===== src/rtl/dline_pkg.sv =====
// Shared helpers for the variable delay line: width derivation and packed-bus channel slicing.
package dline_pkg;

    function automatic int clog2(input int value);
        int r;
        r = 0;
        for (int v = value - 1; v > 0; v = v >> 1) begin
            r = r + 1;
        end
        return r;
    endfunction

    // Tap register width; never narrower than one bit.
    function automatic int tap_width(input int depth);
        return (clog2(depth) < 1) ? 1 : clog2(depth);
    endfunction

    // LSB of channel 'chan' inside a bus packed as {ch[N-1], ..., ch[1], ch[0]}.
    function automatic int chan_lsb(input int chan, input int data_w);
        return chan * data_w;
    endfunction

endpackage


===== src/rtl/dline_chan.sv =====
// One channel of the delay line: DEPTH-stage shift array with a registered tap read.
module dline_chan
    import dline_pkg::*;
#(
    parameter int DATA_W = 8,
    parameter int DEPTH  = 16,
    parameter int TAP_W  = 4
) (
    input  logic              clk,
    input  logic              rst,
    input  logic              shift,
    input  logic [DATA_W-1:0] din,
    input  logic [TAP_W-1:0]  tap_sel,
    output logic [DATA_W-1:0] dout
);

    logic [DATA_W-1:0] stage_reg [DEPTH];

    always_ff @(posedge clk or posedge rst) begin
        if (rst) begin
            for (int k = 0; k < DEPTH; k++) begin
                stage_reg[k] <= '0;
            end
        end else if (shift) begin
            stage_reg[0] <= din;
            for (int k = 1; k < DEPTH; k++) begin
                stage_reg[k] <= stage_reg[k-1];
            end
        end
    end

    // Output refreshes every cycle so it stays coherent across enable gaps.
    always_ff @(posedge clk or posedge rst) begin
        if (rst) begin
            dout <= '0;
        end else begin
            dout <= stage_reg[tap_sel];
        end
    end

endmodule


===== src/rtl/var_delay_line.sv =====
// Multi-channel delay line with loadable, clamped tap and valid chain.
// Optional DLINE_TAP_GUARD_EN masks dout_vld for tap_q+1 shifts after a tap change.
module var_delay_line
    import dline_pkg::*;
#(
    parameter int  DATA_W   = 8,
    parameter int  DEPTH    = 16,
    parameter int  CHANNELS = 1,
    parameter int  TAP_RST  = 0,
    localparam int TAP_W    = tap_width(DEPTH)
) (
    input  logic                         clk,
    input  logic                         rst,
    input  logic                         en,
    input  logic                         flush,
    input  logic [CHANNELS*DATA_W-1:0]   din,
    input  logic                         din_vld,
    input  logic [TAP_W-1:0]             tap,
    input  logic                         tap_ld,
    output logic [CHANNELS*DATA_W-1:0]   dout,
    output logic                         dout_vld,
    output logic [TAP_W-1:0]             tap_q
);

    localparam logic [TAP_W-1:0] TAP_MAX = TAP_W'(DEPTH - 1);

    logic             shift;
    logic [DEPTH-1:0] vld_reg;
    logic [TAP_W-1:0] tap_reg;
    logic [TAP_W-1:0] tap_clamped;
    logic             guard_ok;

    // Flush wins over enable: the concurrent sample is dropped.
    assign shift       = en & ~flush;
    assign tap_clamped = (tap > TAP_MAX) ? TAP_MAX : tap;
    assign tap_q       = tap_reg;

    always_ff @(posedge clk or posedge rst) begin
        if (rst) begin
            vld_reg <= '0;
        end else if (flush) begin
            vld_reg <= '0;
        end else if (en) begin
            vld_reg <= {vld_reg[DEPTH-2:0], din_vld};
        end
    end

    always_ff @(posedge clk or posedge rst) begin
        if (rst) begin
            tap_reg <= TAP_W'(TAP_RST);
        end else if (tap_ld) begin
            tap_reg <= tap_clamped;
        end
    end

`ifdef DLINE_TAP_GUARD_EN
    logic [TAP_W:0] guard_cnt_reg;

    // Reloading the current tap is not a change and leaves the guard running down.
    always_ff @(posedge clk or posedge rst) begin
        if (rst) begin
            guard_cnt_reg <= '0;
        end else if (tap_ld && (tap_clamped != tap_reg)) begin
            guard_cnt_reg <= (TAP_W+1)'(tap_clamped) + (TAP_W+1)'(1);
        end else if (en && (guard_cnt_reg != '0)) begin
            guard_cnt_reg <= guard_cnt_reg - (TAP_W+1)'(1);
        end
    end

    assign guard_ok = (guard_cnt_reg == '0);
`else
    assign guard_ok = 1'b1;
`endif

    always_ff @(posedge clk or posedge rst) begin
        if (rst) begin
            dout_vld <= 1'b0;
        end else begin
            dout_vld <= vld_reg[tap_reg] & guard_ok;
        end
    end

    for (genvar gi = 0; gi < CHANNELS; gi++) begin : g_chan
        dline_chan #(
            .DATA_W (DATA_W),
            .DEPTH  (DEPTH),
            .TAP_W  (TAP_W)
        ) u_chan (
            .clk     (clk),
            .rst     (rst),
            .shift   (shift),
            .din     (din[chan_lsb(gi, DATA_W) +: DATA_W]),
            .tap_sel (tap_reg),
            .dout    (dout[chan_lsb(gi, DATA_W) +: DATA_W])
        );
    end

endmodule


===== config.mk =====
export PLATFORM = sky130hd
export DESIGN_NAME = var_delay_line
export DESIGN_NICKNAME = d
export VERILOG_FILES = /design/src/rtl/dline_pkg.sv /design/src/rtl/dline_chan.sv /design/src/rtl/var_delay_line.sv
export SDC_FILE = /design/constraint.sdc
export NUM_CORES = 1
export LEC_CHECK = 0
export CAP_MARGIN = 40
export CORE_ASPECT_RATIO = 1.25
export CORE_UTILIZATION = 33
export DETAILED_ROUTE_END_ITERATION = 12
export MAX_ROUTING_LAYER = met4
export PLACE_DENSITY_LB_ADDON = 0.15
export SYNTH_ARGS = -nofsm -noshare
export SYNTH_HDL_FRONTEND = slang
export SYNTH_SLANG_ARGS = --single-unit

===== constraint.sdc =====
create_clock -name clk -period 13.45 [get_ports clk]
set_input_delay 2.69 -clock clk [delete_from_list [all_inputs] [get_ports clk]]
set_output_delay 2.69 -clock clk [all_outputs]
set_load 0.02 [all_outputs]

# Word-level counts from Yosys, hierarchy flattened
# Index checks and enable logic that the tools add are counted.
dict set report totals {
  reg_bits 157
  latchBits 0
  ramBits 0
  romBits 0
  inputBits 18
  out_inout_bits 13
  wordCells 35
  memories 0
}
dict set report classes {
  addsub 0
  n_mul 0
  n_div 0
  order_cmp 3
  eq_ne 0
  n_shift 0
  muxes 8
  bitwise_logic 3
  reduce_logical 1
}
# cell n
set ops {}
lappend ops {{binary-select mux 8 bit (select 4 bit)} 1}
lappend ops {{2-to-1 mux 16 bit} 2}
lappend ops {{2-to-1 mux 8 bit} 2}
lappend ops {{>= comparator 5 bit, second input constant} 1}
lappend ops {{less-than comparator 4 x 5 -> 1 bit, second input constant} 1}
lappend ops {{NOT 4 -> 5 bit} 1}
lappend ops {{binary-select mux 1 bit (select 4 bit)} 1}
lappend ops {{greater-than comparator 4 bit, second input constant} 1}
lappend ops {{2-to-1 mux 4 bit} 1}
lappend ops {{nonzero test 2 bit} 1}
lappend ops {{bitwise AND 1 bit} 1}
lappend ops {{2-to-1 mux 1 bit} 1}
lappend ops {{NOT 1 bit} 1}

# Depth between registers and ports, before layout
dict set report depth {
  ltp_word 4
  ltp_mapped 5
  mapped_depth_nobuf 3
}

# Modules after synthesis
# A second synthesis with hierarchy kept.
dict set report hier_totals {
  hier_cells 420
  hier_area_um2 6901.6
}
# module instances cells_each area_each_um2 seq_area_each_um2
set by_module_without_submodules {}
lappend by_module_without_submodules {dline_chan 1 350 5945.7 3403.3}
lappend by_module_without_submodules {var_delay_line 1 70 955.9 525.5}

# Worst setup path after synthesis
# No wires, ideal clock.
dict set report synth_path {
  path_kind {input to register}
  from {input port flush}
  to {register g_chan[0].u_chan.stage_reg[48] (netlist bit)}
  setup_time_ps 125
  t_arrival_ps 3707
  required_ps 13325
  slack_ps 9618
  stages 5
  n_path_buf 3
  cell_sequence {buf_2 -> nand2b_1 -> buf_2 -> buf_2 -> mux2_2}
}
dict set report synth_via {
  elab_chain_len 2
}
# item line
set synth_rtl {}
lappend synth_rtl {{start: declaration} var_delay_line.sv:15} ;# input logic flush,
lappend synth_rtl {{NOT 1 bit} var_delay_line.sv:34} ;# assign shift = en & ~flush;
lappend synth_rtl {{bitwise AND 1 bit} var_delay_line.sv:34}
lappend synth_rtl {{end signal: indexed assignment} dline_chan.sv:27} ;# stage_reg[k] <= stage_reg[k-1];
lappend synth_rtl {{end: declaration} dline_chan.sv:17} ;# logic [DATA_W-1:0] stage_reg [DEPTH];
# Every way passes these cells.
# A chain may end at the register's enable or synchronous reset.

# Final worst setup path
dict set report layout_path {
  from {input port flush}
  to {register g_chan[0].u_chan.stage_reg[65] (netlist bit)}
}
# The elaborated chain is that of the path after synthesis.

==> impl_metrics.json <==
{
  "final_layout_size_suffix_gt1_share_pct": 40.5,
  "cts_root_buf": "clkbuf_16",
  "wl_per_cell_um": 16.6,
  "min-delay-start": "g_chan[0].u_chan.stage_reg[1]",
  "rsz0062_at_grt": "no",
  "htreeDepth": 4,
  "slew_headroom_pct": 45.2,
  "cp_data_required_time_ns": 13.75,
  "async_reset_ff_share_pct": 100,
  "outcome": "completed",
  "syn-cell-area_mm2": 0.00692,
  "netlist_instances": 419,
  "avgSynthCellArea_um2": 16.5,
  "diodes": 0,
  "met2_usage_pct": 19.5,
  "netlist.area_leader.share_pct": 56.8,
  "worstSkewPairLatency_ns": 0.41,
  "synth-main-ff-cell": "dfrtp_1",
  "clock_skew_ns": 0.00477,
  "clk_pin_slew_ns": 0.06,
  "setup_violations": 0,
  "finalMaxSlewViolations": 0,
  "routed_wl_um": 12100,
  "path_class": "in2reg",
  "reg2regPathDepth": 4,
  "critPathMaxFanout": 71,
  "die_w_um": 132,
  "rows": 58,
  "grtUsageMet1_pct": 16.1,
  "yosysMostFrequentCell": "dfrtp_1",
  "cts_inserted_buffers": 17,
  "register_area_mm2": 0.00393,
  "fillerInstances": 1927,
  "grt_use_total_pct": 12.6,
  "die_area_mm2": 0.0216,
  "end_kind": "flop",
  "drc": 0,
  "multi_input_area_mm2": 0.00281,
  "gr-total-overflow": 0,
  "initial_core_util_pct": 34.1,
  "cts_tree": "done",
  "yosysSeqAreaShare_pct": 56.8,
  "timing.rr.start": "tap_q[0]",
  "hpwl_um": 7190,
  "postRouteAntennaNets": 0,
  "gp_congestion": 0.659,
  "grt_pass1_wl_um": 20300,
  "cts_sinks": 157,
  "chipHeight_um": 164,
  "grt_pass1_vias": 3717,
  "ctsHoldBuffers": 0,
  "num_vias": 3591,
  "synth_area_leader_cell": "dfrtp_1",
  "yosys-top-cells-count": "dfrtp_1 (157), mux2_2 (132), mux4_1 (23), buf_2 (20), a22oi_1 (18)",
  "ir_drop_v": 0.0000780,
  "fin_crit_sh_pct": 37.2,
  "rrSetupSlack_ns": 11.24,
  "dr.first_iter.drc_count": 177,
  "min_delay_worst_endpoint": "g_chan[0].u_chan.stage_reg[1]",
  "reg2reg_to": "g_chan[0].u_chan.dout[6]",
  "post-cts-setup-buffers": 0,
  "syn_to_final_growth_pct": 16.9,
  "power_density_mw_per_mm2": 196,
  "ys_seq_elements": 157,
  "core-area_mm2": 0.0203,
  "finalSetupTns_ns": 0,
  "syn_nets": 437,
  "largest_reg_flops": 128,
  "hold_class": "reg2reg",
  "ys_types": 19,
  "layout_min_cycle_time_ns": 5.00,
  "grtUsageMet3_pct": 2.99,
  "synthTopCellsByArea": "dfrtp_1 (57%), mux2_2 (21%), mux4_1 (8.7%)",
  "worst_slew_pin_slew_ns": 0.822,
  "port_buffers": 30,
  "fin_nets": 467,
  "busiest_layer": "met2",
  "grt_max_degree": 94,
  "startpoint_type": "primary input",
  "synth_edf_count": 0,
  "io_pins": 31,
  "timing.fmax_mhz": 200,
  "cellLeakagePower_nw": 3.61,
  "grt_antenna_before_repair": 0,
  "dr.pass1.iters": 6,
  "hold-path-cell-count": 1,
  "cap_violations": 0,
  "hold_viol_final": 0,
  "yosys_warnings": 0,
  "via_per_inst": 4.91,
  "cp.arrival_ns": 5.30,
  "cts_resized": 0,
  "clockBufferDepth": 2,
  "fin_total_pwr_mw": 1.59
}
logic make-up after synthesis:
kind of cell           synth area share (%)
AO/OA/AOI/OAI                          1.95
buffers and inverters                  2.78
flip-flops                             56.8
multiplexers                           36.7
AND/OR/NAND/NOR                        1.77
routing by layer:
| metal | wire length (µm) | vias to the layer above |
|---|---|---|
| met5 | 0 | - |
| met4 | 150 | 0 |
| met3 | 296 | 9 |
| met2 | 5970 | 41 |
| met1 | 5730 | 1894 |
| li1 | - | 1647 |
report_power, final:
part           switching, mW  internal, mW  total (mW)
logic                  0.123         0.234       0.358
clock network          0.183         0.290       0.473
registers              0.108         0.648       0.756
critical path, stage by stage:
cell and delay [ns]:
clkdlybuf4s50_1 0.84, nand2b_4 0.58, buf_4 0.38, buf_16 0.34, mux2_2 0.38
final cells by class:
cell class	instances	area share, %
flip-flops and latches	157	48.6
multi-input cells	232	34.7
clock buffers	20	5.40
repair buffers	40	5.23
well taps	270	4.18
clock inverters	12	1.81
inverters	1	0.108
through the flow:
stage                     area [µm²]  instances  hold slack (ns)  utilization, %  setup slack, ns
final                           8090        732            0.502            39.8             8.45
after global routing            8090        732            0.516            39.8             8.29
after CTS                       8090        732            0.504            39.8             8.43
after detailed placement        7510        700            0.489            37.0             7.99
after global placement          7420        695            0.483            36.5             7.60
after floorplan                 6920        419            0.471               -             6.53
layout by cell type, fill, tap and decap left out, drive strengths merged:
cell type and count:
nor2b 2, clkinvlp 3, a22oi 18, clkbuf 20, nand2 9, nor2 17, inv 1, clkdlybuf4s50 30
mux2i 16, mux4 36, and2 1, clkinv 6, buf 10, dfrtp 157, mux2 132, bufinv 3
nand2b 1
worst max-delay path by stage:
stage | from | to | cells past startpoint
floorplan | rst | dout_vld | 1
global placement | en | g_chan[0].u_chan.stage_reg[47] | 4
detailed placement | flush | g_chan[0].u_chan.stage_reg[105] | 5
CTS | flush | g_chan[0].u_chan.stage_reg[105] | 5
global route | flush | g_chan[0].u_chan.stage_reg[21] | 5
finish | flush | g_chan[0].u_chan.stage_reg[65] | 5
(Power assumes the default switching activity.)
